**config.mk**
```make
export PLATFORM = sky130hd
export DESIGN_NAME = mem_bus_arbiter
export DESIGN_NICKNAME = d
export VERILOG_FILES = /design/src/rtl/mem_bus_arbiter.sv
export SDC_FILE = /design/constraint.sdc
export NUM_CORES = 1
export LEC_CHECK = 0
export ABC_AREA = 1
export ABC_CLOCK_PERIOD_IN_PS = 3130
export CAP_MARGIN = 20
export CORE_MARGIN = 1
export CORE_UTILIZATION = 31
export DETAILED_ROUTE_END_ITERATION = 8
export PLACE_DENSITY_LB_ADDON = 0.25
export SETUP_SLACK_MARGIN = 0.1
export SLEW_MARGIN = 25
export SYNTH_ARGS = -nofsm -noshare
export SYNTH_HDL_FRONTEND = slang
export SYNTH_SLANG_ARGS = --single-unit
```
**constraint.sdc**
```tcl
create_clock -name clk -period 3.13 [get_ports clk]
set_input_delay 0.626 -clock clk [delete_from_list [all_inputs] [get_ports clk]]
set_output_delay 0.626 -clock clk [all_outputs]
set_load 0.02 [all_outputs]
```
**src/rtl/mem_bus_arbiter.sv**
```systemverilog
// mem_bus_arbiter
// ---------------
// Shares the byte-addressable memory port and the ASCII VGA text-buffer
// write port between two bus masters:
//   master 0 - processor core FSM
//   master 1 - program loader / debug port
// Requests are arbitrated round-robin. Addresses below VGA_BASE go to
// memory; addresses at or above VGA_BASE go to the ASCII text buffer.
// Each transaction ends with a one-cycle done pulse (plus err and, for
// reads, rdata) returned only to the master that was granted.
//
// Ports:
//   clk, rst                  clock (posedge) and async active-low reset
//   mN_req/addr/wdata/wsize   master N request; wsize 0 = read, else the
//                             write size code handed to memory
//   mN_rdata/done/err         master N response (valid while done is high)
//   mem_address/write/wdata   memory request outputs
//   mem_rdata/done/error      memory responses
//   vga_write_en/address/data ASCII buffer write strobe, address, data
//
// Optional feature macro: MEM_ARB_TIMEOUT_EN
//   When defined, a memory write that sees no mem_done for TIMEOUT_CYCLES
//   cycles is abandoned and reported with err = 1. When undefined, writes
//   wait for mem_done indefinitely and no watchdog counter exists.

module mem_bus_arbiter #(
    parameter int          WORD_SIZE      = 32,
    parameter logic [31:0] VGA_BASE       = 32'h0007_0000,
    parameter int          READ_WAIT      = 2,
    parameter int          TIMEOUT_CYCLES = 64
) (
    input  logic                 clk,
    input  logic                 rst,

    input  logic                 m0_req,
    input  logic [31:0]          m0_addr,
    input  logic [WORD_SIZE-1:0] m0_wdata,
    input  logic [1:0]           m0_wsize,
    output logic [WORD_SIZE-1:0] m0_rdata,
    output logic                 m0_done,
    output logic                 m0_err,

    input  logic                 m1_req,
    input  logic [31:0]          m1_addr,
    input  logic [WORD_SIZE-1:0] m1_wdata,
    input  logic [1:0]           m1_wsize,
    output logic [WORD_SIZE-1:0] m1_rdata,
    output logic                 m1_done,
    output logic                 m1_err,

    output logic [31:0]          mem_address,
    output logic [1:0]           mem_write,
    output logic [WORD_SIZE-1:0] mem_wdata,
    input  logic [WORD_SIZE-1:0] mem_rdata,
    input  logic                 mem_done,
    input  logic                 mem_error,

    output logic                 vga_write_en,
    output logic [12:0]          vga_write_address,
    output logic [WORD_SIZE-1:0] vga_data
);

    // Elaboration-time parameter sanity checks.
    if (READ_WAIT < 1) begin : g_bad_read_wait
        $error("mem_bus_arbiter: READ_WAIT must be at least 1");
    end
    if (TIMEOUT_CYCLES < 1) begin : g_bad_timeout
        $error("mem_bus_arbiter: TIMEOUT_CYCLES must be at least 1");
    end

    // The read counter only ever holds READ_WAIT-1 down to 0.
    localparam int RW_W = (READ_WAIT > 1) ? $clog2(READ_WAIT) : 1;
    localparam logic [RW_W-1:0] RW_LOAD = RW_W'(READ_WAIT - 1);

`ifdef MEM_ARB_TIMEOUT_EN
    localparam int TO_W = (TIMEOUT_CYCLES > 1) ? $clog2(TIMEOUT_CYCLES) : 1;
    localparam logic [TO_W-1:0] TO_LAST = TO_W'(TIMEOUT_CYCLES - 1);
`endif

    typedef enum logic [2:0] {
        S_IDLE,
        S_ISSUE,
        S_READ_WAIT,
        S_WRITE_WAIT,
        S_VGA_WR,
        S_RESP
    } state_t;

    state_t               state_q, state_d;
    logic                 last_grant_q, last_grant_d;
    logic                 grant_q, grant_d;
    logic [31:0]          addr_q, addr_d;
    logic [WORD_SIZE-1:0] wdata_q, wdata_d;
    logic [1:0]           wsize_q, wsize_d;
    logic [RW_W-1:0]      rd_cnt_q, rd_cnt_d;
`ifdef MEM_ARB_TIMEOUT_EN
    logic [TO_W-1:0]      wr_cnt_q, wr_cnt_d;
`endif

    logic [31:0]          mem_address_q, mem_address_d;
    logic [1:0]           mem_write_q, mem_write_d;
    logic [WORD_SIZE-1:0] mem_wdata_q, mem_wdata_d;
    logic                 vga_write_en_q, vga_write_en_d;
    logic [12:0]          vga_write_address_q, vga_write_address_d;
    logic [WORD_SIZE-1:0] vga_data_q, vga_data_d;
    logic [WORD_SIZE-1:0] m0_rdata_q, m0_rdata_d;
    logic [WORD_SIZE-1:0] m1_rdata_q, m1_rdata_d;
    logic                 m0_done_q, m0_done_d;
    logic                 m1_done_q, m1_done_d;
    logic                 m0_err_q, m0_err_d;
    logic                 m1_err_q, m1_err_d;

    logic                 pick;
    logic                 is_vga;
    logic                 is_write;
    logic                 resp_go;
    logic                 resp_err;
    logic                 resp_load;
    logic [WORD_SIZE-1:0] resp_rdata;

    // Next-state and registered-output computation. Every output is a flop
    // so the masters, memory and VGA buffer all see glitch-free signals.
    // Any state that finishes a transaction raises resp_go; the response
    // is then steered to the granted master at the bottom of the block.
    always_comb begin
        state_d             = state_q;
        last_grant_d        = last_grant_q;
        grant_d             = grant_q;
        addr_d              = addr_q;
        wdata_d             = wdata_q;
        wsize_d             = wsize_q;
        rd_cnt_d            = rd_cnt_q;
`ifdef MEM_ARB_TIMEOUT_EN
        wr_cnt_d            = wr_cnt_q;
`endif
        mem_address_d       = mem_address_q;
        mem_write_d         = mem_write_q;
        mem_wdata_d         = mem_wdata_q;
        vga_write_en_d      = 1'b0;
        vga_write_address_d = vga_write_address_q;
        vga_data_d          = vga_data_q;
        m0_rdata_d          = m0_rdata_q;
        m1_rdata_d          = m1_rdata_q;
        m0_done_d           = 1'b0;
        m1_done_d           = 1'b0;
        m0_err_d            = 1'b0;
        m1_err_d            = 1'b0;

        resp_go    = 1'b0;
        resp_err   = 1'b0;
        resp_load  = 1'b0;
        resp_rdata = '0;

        // Round-robin: on a tie the master that did not win last time goes.
        pick     = (m0_req && m1_req) ? ~last_grant_q : m1_req;
        is_vga   = (addr_q >= VGA_BASE);
        is_write = (wsize_q != 2'b00);

        case (state_q)
            S_IDLE: begin
                if (m0_req || m1_req) begin
                    grant_d       = pick;
                    last_grant_d  = pick;
                    addr_d        = pick ? m1_addr  : m0_addr;
                    wdata_d       = pick ? m1_wdata : m0_wdata;
                    wsize_d       = pick ? m1_wsize : m0_wsize;
                    mem_address_d = pick ? m1_addr  : m0_addr;
                    state_d       = S_ISSUE;
                end
            end

            S_ISSUE: begin
                if (!is_write && !is_vga) begin
                    rd_cnt_d = RW_LOAD;
                    state_d  = S_READ_WAIT;
                end else if (!is_write) begin
                    // The text buffer is write-only; reads of it fail.
                    resp_go   = 1'b1;
                    resp_err  = 1'b1;
                    resp_load = 1'b1;
                end else if (!is_vga) begin
                    mem_write_d = wsize_q;
                    mem_wdata_d = wdata_q;
`ifdef MEM_ARB_TIMEOUT_EN
                    wr_cnt_d    = '0;
`endif
                    state_d     = S_WRITE_WAIT;
                end else begin
                    vga_write_en_d      = 1'b1;
                    vga_write_address_d = addr_q[12:0];
                    vga_data_d          = wdata_q;
                    state_d             = S_VGA_WR;
                end
            end

            S_READ_WAIT: begin
                if (rd_cnt_q == '0) begin
                    resp_go    = 1'b1;
                    resp_err   = mem_error;
                    resp_load  = 1'b1;
                    resp_rdata = mem_rdata;
                end else begin
                    rd_cnt_d = rd_cnt_q - 1'b1;
                end
            end

            S_WRITE_WAIT: begin
                // An alignment error ends the write at once, even when the
                // memory never raises mem_done for it.
                if (mem_done || mem_error) begin
                    mem_write_d = 2'b00;
                    resp_go     = 1'b1;
                    resp_err    = mem_error;
                end
`ifdef MEM_ARB_TIMEOUT_EN
                else if (wr_cnt_q == TO_LAST) begin
                    mem_write_d = 2'b00;
                    resp_go     = 1'b1;
                    resp_err    = 1'b1;
                end else begin
                    wr_cnt_d = wr_cnt_q + 1'b1;
                end
`endif
            end

            S_VGA_WR: begin
                resp_go = 1'b1;
            end

            S_RESP: begin
                state_d = S_IDLE;
            end

            default: begin
                state_d = S_IDLE;
            end
        endcase

        if (resp_go) begin
            state_d = S_RESP;
            if (grant_q) begin
                m1_done_d = 1'b1;
                m1_err_d  = resp_err;
                if (resp_load) begin
                    m1_rdata_d = resp_rdata;
                end
            end else begin
                m0_done_d = 1'b1;
                m0_err_d  = resp_err;
                if (resp_load) begin
                    m0_rdata_d = resp_rdata;
                end
            end
        end
    end

    // State and output registers. last_grant resets to 1 so master 0 wins
    // the first tie; reset also drops mem_write and vga_write_en at once.
    always_ff @(posedge clk or negedge rst) begin
        if (!rst) begin
            state_q             <= S_IDLE;
            last_grant_q        <= 1'b1;
            grant_q             <= 1'b0;
            addr_q              <= '0;
            wdata_q             <= '0;
            wsize_q             <= '0;
            rd_cnt_q            <= '0;
`ifdef MEM_ARB_TIMEOUT_EN
            wr_cnt_q            <= '0;
`endif
            mem_address_q       <= '0;
            mem_write_q         <= '0;
            mem_wdata_q         <= '0;
            vga_write_en_q      <= 1'b0;
            vga_write_address_q <= '0;
            vga_data_q          <= '0;
            m0_rdata_q          <= '0;
            m1_rdata_q          <= '0;
            m0_done_q           <= 1'b0;
            m1_done_q           <= 1'b0;
            m0_err_q            <= 1'b0;
            m1_err_q            <= 1'b0;
        end else begin
            state_q             <= state_d;
            last_grant_q        <= last_grant_d;
            grant_q             <= grant_d;
            addr_q              <= addr_d;
            wdata_q             <= wdata_d;
            wsize_q             <= wsize_d;
            rd_cnt_q            <= rd_cnt_d;
`ifdef MEM_ARB_TIMEOUT_EN
            wr_cnt_q            <= wr_cnt_d;
`endif
            mem_address_q       <= mem_address_d;
            mem_write_q         <= mem_write_d;
            mem_wdata_q         <= mem_wdata_d;
            vga_write_en_q      <= vga_write_en_d;
            vga_write_address_q <= vga_write_address_d;
            vga_data_q          <= vga_data_d;
            m0_rdata_q          <= m0_rdata_d;
            m1_rdata_q          <= m1_rdata_d;
            m0_done_q           <= m0_done_d;
            m1_done_q           <= m1_done_d;
            m0_err_q            <= m0_err_d;
            m1_err_q            <= m1_err_d;
        end
    end

    assign m0_rdata          = m0_rdata_q;
    assign m0_done           = m0_done_q;
    assign m0_err            = m0_err_q;
    assign m1_rdata          = m1_rdata_q;
    assign m1_done           = m1_done_q;
    assign m1_err            = m1_err_q;
    assign mem_address       = mem_address_q;
    assign mem_write         = mem_write_q;
    assign mem_wdata         = mem_wdata_q;
    assign vga_write_en      = vga_write_en_q;
    assign vga_write_address = vga_write_address_q;
    assign vga_data          = vga_data_q;

endmodule

```
==> results of run 1 <==
==> report_power, final <==
part	internal [W]	total (W)	leakage [nW]	switching [W]
combinational	0.00249	0.00565	3.70	0.00316
sequential	0.00399	0.00467	2.82	0.000672
clock	0.00164	0.00280	0.384	0.00117
total	0.00812	0.0131	6.90	0.00500
==> worst reg2reg max path: cells and delay by family (launching register included) <==
kind	cells	cell delay, ns
DFF	1	0.43
buffers and inverters	1	0.37
and+or+nand+nor	9	1.11
==> Yosys cell counts (4+ instances only) <==
cell	n
nor2_1	111
nand2_1	322
o21ai_0	148
clkbuf_1	34
dfrtp_1	219
nand3_1	8
buf_2	20
inv_1	140
buf_4	7
o22ai_1	66
nand2_2	4
==> cells in the final DEF, fill, tap and decap left out <==
cell type	n
nor2_1	111
dfrtp_1	219
nand3_2	1
buf_12	6
nor2_2	1
nand2_1	319
a21oi_1	3
inv_1	139
clkbuf_1	8
buf_4	10
clkdlybuf4s50_1	348
nand3b_1	1
nor3_1	1
clkinv_2	4
buf_8	1
or2_2	1
a21oi_4	2
nor3_4	2
o22ai_1	66
nand2_4	1
clkbuf_16	27
clkbuf_8	3
nand2_2	7
clkinv_1	1
inv_2	4
o21ai_1	1
a22oi_1	1
inv_6	1
diode_2	1
dfstp_2	1
o21bai_1	1
nand3_1	8
o21ai_0	148
==> area by class of cell <==
| cell class | instances | area (um2) |
|---|---|---|
| clock inverter | 5 | 28.78 |
| clock buffer | 38 | 747.0 |
| timing repair buffer | 365 | 3694 |
| sequential | 220 | 5507 |
| multi-input combinational | 675 | 2998 |
| inverter | 144 | 540.5 |
| fill | 2910 | 15630 |
| tap | 390 | 488.0 |
| antenna | 1 | 2.502 |
==> per-stage QoR <==
step	util	hold slack (ns)	setup slack [ns]
2_1_floorplan	-	0.3304	1.473
3_3_place_gp	0.4463	0.4618	0.6770
3_5_place_dp	0.4463	0.4636	0.6431
4_1_cts	0.4724	0.006498	0.8746
5_1_grt	0.4725	0.01219	0.8610
6_report	0.4725	0.002372	0.9137
==> final timing paths <==
path | start | endpoint | slack, ns | cells after the start
worst max-delay path | mem_address[31]$_DFFE_PN0P_ | mem_address[31] | 0.91 | 1
worst min-delay path | rst | m0_rdata[14]$_DFFE_PN0P_ | 0.002 | 1
worst max register to register | mem_address[31]$_DFFE_PN0P_ | m0_rdata[1]$_DFFE_PN0P_ | 1.16 | 10
worst min register to register | m0_rdata[26]$_DFFE_PN0P_ | m0_rdata[26]$_DFFE_PN0P_ | 0.47 | 2
max in group asynchronous | rst | mem_wdata[21]$_DFFE_PN0P_ | 2.34 | 2
min in group clk | m0_rdata[26]$_DFFE_PN0P_ | m0_rdata[26]$_DFFE_PN0P_ | 0.47 | 2
==> flip-flops by register name, summed over array words and instances, names as in the netlist, 2 cells and up <==
register           cells
state_q                3
m0_rdata              32
mem_write              2
wdata_q               32
vga_data              32
mem_wdata             32
vga_write_address     13
mem_address           32
wsize_q                2
m1_rdata              32
==> layer usage <==
| metal | vias to the layer above | part of all wire | track usage |
|---|---|---|---|
| met5 | - | 0 | 0 |
| met4 | 0 | 0.027 | 0.05906 |
| met3 | 50 | 0.081 | 0.04978 |
| met2 | 275 | 0.48 | 0.3188 |
| met1 | 3797 | 0.41 | 0.2390 |
| li1 | 4109 | - | - |
==> cells by family (layout without fill, tap and decap cells) <==
family                 after synthesis  in the layout  synth area share
other                                0              1                 0
AOI/OAI and AO/OA                  222            222            0.1311
buffers and inverters              206            552           0.08864
and+or+nand+nor                    453            453            0.1892
DFF                                220            220            0.5911
==> impl_metrics.csv, run 1 <==
group,metric,value,unit
outcome,status,"complete, no violations",
floorplan,num_rows,63,
clock_network,cts-root-buf,"clkbuf_16",
yosys,synth_edf_count,0,
power,cellPowerDensity,936.8,nW/um2
timing,finalSetupTns,0,ns
critical_path,path_cells,"clkdlybuf4s50_1",
yosys,synth_area_per_cell,8.462,um2
critical_path,cp-start-kind,"flip-flop",
timing,hold_viol,0,
global_routing,grt_pass1_vias,8412,
timing,fin_crit_sh,0.7081,
placement,portBuffers,349,
timing,setup_viol,0,
timing,final-max-slew-violation-count,0,
routing,viasPerCell,4.478,
yosys,synthFlopType,"dfrtp_1",
global_routing,grt_start_max_net_pins,92,
floorplan,core_area,29640,um2
floorplan,start_util,0.3143,
final_layout,fin_area,14000,um2
routing,wl_per_cell,15.86,um
global_routing,grt_pass1_wl,46480,um
routing,routed_wl,29150,um
floorplan,io_pins,350,
clock_network,numCtsBuffers,26,
final_layout,fin_cells,1838,
floorplan,die-area,30750,um2
timing,relSlewSlack,0.6311,
routing,drtAntennaViolNets,0,
critical_path,critPathRequiredTime,2.50,ns
timing,period_minus_slack,2.216,ns
placement,placed_cell_area,13230,um2
yosys,syn_area,9316,um2
power,leakagePower,6.900,nW
global_routing,grt.total_usage,0.1901,
yosys,synth_top_area_frac,0.5882,
placement,hpwl,19770,um
floorplan,dieHeight,175.4,um
timing,rsz0062_at_grt,"no",
final_layout,syn_to_final_growth,50.32,%
critical_path,crit_slowest_cell,"clkdlybuf4s50_1",
routing,drc,0,
placement,dp_cells,1794,
clock_network,clk_latency,0.52,ns
critical_path,critPathKind,"flip-flop to output port",
yosys,synth_area_leaders,"dfrtp_1 (59%), nand2_1 (13%), o21ai_0 (8.0%)",
clock_network,cts_resized,0,
clock_network,cts.clk_slew.worst_paths,0.06,ns
power,power,0.01312,W
yosys,synth_top_area_cell,"dfrtp_1",
flow_run,maxCapViolCount,0,
worst_hold_path,hold_class,"primary input to async pin",
routing,num_vias,8231,
yosys,ys_types,28,
yosys,synthesis.nets,1271,
timing,finalClockSkew,0.01062,ns
critical_path,cp_top_family,"buffers and inverters",
critical_path,slowest_delay,0.64,ns
critical_path,cp_data_arrival_time,1.59,ns
clock_network,htreeDepth,1,
critical_path,cp-end-kind,"output port",
global_routing,grt_overflow,0,
yosys,netlist_instances,1101,
routing,first_pass_iters,4,
yosys,ys_seq_area_frac,0.5911,
clock_network,ctsHoldBuffers,0,
critical_path,path_max_fanout,3,
final_layout,final_nets,1602,
yosys,yosys_warnings,0,
clock_network,clock_tree.buffer_depth,3,
timing,worstMarginPinSlew,0.5534,ns
final_layout,drive_gt1_frac,0.04976,
power,ir_worst_vdd,0.5387,mV
yosys,synth-seq-cells,220,
floorplan,fp.dieW,175.4,um
clock_network,cts.sinks,220,
timing,timing.fmax,0.4512,GHz
yosys,synthArstFlopShare,1.000,
clock_network,post-cts-setup-buffer-count,0,
critical_path,path_buf_inv,1,
placement,gp_congestion,0.8459,
global_routing,grt_antenna_before_repair,1,
clock_network,cts_tree,"built",
routing,drt_iter0_drc,419,
Power figures use the tool's default switching activity.
==> run 2: changes to the inputs <==
--- a/config.mk
+++ b/config.mk
@@ -6,7 +6,7 @@
 export NUM_CORES = 1
 export LEC_CHECK = 0
 export ABC_AREA = 1
-export ABC_CLOCK_PERIOD_IN_PS = 3130
+export ABC_CLOCK_PERIOD_IN_PS = 2000
 export CAP_MARGIN = 20
 export CORE_MARGIN = 1
 export CORE_UTILIZATION = 31
==> constraint.sdc (replaced) <==
create_clock -name clk -period 2 [get_ports clk]
set_input_delay 0.4 -clock clk [delete_from_list [all_inputs] [get_ports clk]]
set_output_delay 0.4 -clock clk [all_outputs]
set_load 0.02 [all_outputs]
==> impl_metrics.csv, run 2 (synthesis results as in run 1) <==
group,metric,value,unit
routing,drc,0,
floorplan,fp.dieW,175.4,um
timing,relSlewSlack,0.7150,
routing,num_vias,8338,
clock_network,cts-root-buf,"clkbuf_16",
clock_network,cts_tree,"built",
global_routing,grt_overflow,0,
placement,hpwl,20280,um
timing,final.setup.worst_slack,0.1776,ns
critical_path,critPathRequiredTime,1.60,ns
routing,drt_iter0_drc,533,
global_routing,grt_start_max_net_pins,92,
placement,post-place-ws,-0.008688,ns
timing,rsz0062_at_grt,"no",
final_layout,fillers,2945,
flow_run,maxCapViolCount,0,
critical_path,cp-start-kind,"flip-flop",
clock_network,clk_latency,0.52,ns
final_layout,drive_gt1_frac,0.05697,
floorplan,num_rows,63,
routing,viasPerCell,4.514,
critical_path,r2r-end,"mem_wdata[25]$_DFFE_PN0P_",
timing,timing.fmax,0.5487,GHz
power,leakagePower,8.022,nW
timing,setup_viol,0,
timing,worstMarginPinSlew,0.4274,ns
floorplan,die-area,30750,um2
critical_path,path_max_fanout,1,
critical_path,rr_worst_depth,9,
critical_path,cp_data_arrival_time,1.42,ns
timing,finalClockSkew,0.01271,ns
critical_path,crit_slowest_cell,"clkdlybuf4s50_1",
critical_path,crit_cells,1,
clock_network,htreeDepth,1,
critical_path,path_cells,"clkdlybuf4s50_1",
worst_hold_path,hold_class,"primary input to async pin",
floorplan,core_area,29640,um2
outcome,status,"complete, no violations",
floorplan,start_util,0.3143,
critical_path,slowest_delay,0.59,ns
timing,fin_crit_sh,0.9112,
global_routing,grt_pass1_wl,46910,um
critical_path,cp_top_family,"buffers and inverters",
routing,first_pass_iters,4,
power,ir_worst_vdd,0.9789,mV
clock_network,cts.clk_slew.worst_paths,0.05,ns
critical_path,rr_startpoint,"mem_address[31]$_DFFE_PN0P_",
critical_path,regToRegSetupSlack,0.27,ns
routing,routed_wl,29640,um
global_routing,grt.total_usage,0.1924,
critical_path,critPathKind,"flip-flop to output port",
clock_network,clock_tree.buffer_depth,3,
routing,wl_per_cell,16.05,um
final_layout,mostFrequentLayoutCell,"nand2_1",
clock_network,post-cts-setup-buffer-count,0,
critical_path,crit_start,"vga_write_en$_DFF_PN0_",
clock_network,numCtsBuffers,26,
global_routing,grt_pass1_vias,8381,
routing,drtAntennaViolNets,0,
placement,gp_congestion,0.8486,
placement,portBuffers,349,
final_layout,final_cell_mix,"nand2_1 (319), dfrtp_1 (219), clkdlybuf4s50_1 (169), dlygate4sd2_1 (142), o21ai_0 (140)",
final_layout,antenna_cells,0,
floorplan,io_pins,350,
final_layout,syn_to_final_growth,51.81,%
clock_network,cts.sinks,220,
floorplan,dieHeight,175.4,um
power,power,0.02000,W
power,cellPowerDensity,1414,nW/um2
timing,final-max-slew-violation-count,0,
critical_path,cp-end-kind,"output port",
timing,period_minus_slack,1.822,ns
critical_path,cp-endpoint,"vga_write_en",
global_routing,grt_antenna_before_repair,0,
critical_path,path_buf_inv,1,
final_layout,final_nets,1610,
timing,hold_viol,0,
==> run 2: cell types whose count changed in the layout (fill, tap and decap cells not counted), sizes merged <==
cell           change
clkdlybuf4s50    -179
dlygate4sd2      +142
dlymetal6s2s      +37
buf                +7
clkinv             +2
bufinv             +1
clkbuf             -1
clkinvlp           +1
diode              -1
dlygate4sd3        +1
inv                -1
==> run 2: per-stage QoR <==
stage          instance area (um2)  hold slack (ns)   TNS (ns)  cells    util
2_1_floorplan                 9316           0.1044          0   1101       -
3_3_place_gp                 13390           0.3229          0   1801  0.4518
3_5_place_dp                 13390           0.3224  -0.008688   1801  0.4518
4_1_cts                      14030           0.3674          0   1847  0.4734
5_1_grt                      14140           0.3939          0   1847  0.4772
6_report                     14140           0.3593          0   1847  0.4772
==> run 2: where the power goes <==
part	leakage, nW	internal (W)	switching (W)
Clock	0.395	0.00267	0.00184
Sequential	2.82	0.00625	0.00100
Combinational	4.81	0.00324	0.00500
Total	8.02	0.0122	0.00784
==> run 2: how the worst min path moves through the flow <==
stage / cells past startpoint / slack (ns) / end / from
after global routing: 2 / 0.39 / m0_rdata[14]$_DFFE_PN0P_ / rst
final: 2 / 0.36 / m0_rdata[14]$_DFFE_PN0P_ / rst
after CTS: 2 / 0.37 / m0_rdata[3]$_DFFE_PN0P_ / rst
after global placement: 1 / 0.32 / m0_rdata[14]$_DFFE_PN0P_ / rst
after floorplan: 0 / 0.10 / grant_q$_DFFE_PN0P_ / rst
after detailed placement: 1 / 0.32 / m0_rdata[14]$_DFFE_PN0P_ / rst
==> run 2: timing repair <==
action	CTS	global route
endpoints found under the setup margin	142	110
pin swaps	0	1
endpoints found under the hold margin	37	0
hold buffers	1	0
gates resized for setup	142	50
==> run 2: area by class of cell <==
cell class                      instances  area, um2  share of cell area
Clock inverter                          8      75.07            0.005308
Tap cell                              390      488.0             0.03450
Sequential cell                       220       5507              0.3893
Inverter                              144      540.5             0.03822
Clock buffer                           37      733.2             0.05184
Multi-Input combinational cell        675       3013              0.2130
Timing Repair Buffer                  373       3787              0.2678
==> run 2: routing by layer <==
| layer | up-vias | routed length (um) | track usage |
|---|---|---|---|
| li1 | 4132 | - | - |
| met1 | 3865 | 12570 | 0.2474 |
| met2 | 298 | 13970 | 0.3185 |
| met5 | - | 0 | 0 |
| met4 | 0 | 758 | 0.05254 |
| met3 | 43 | 2341 | 0.05173 |
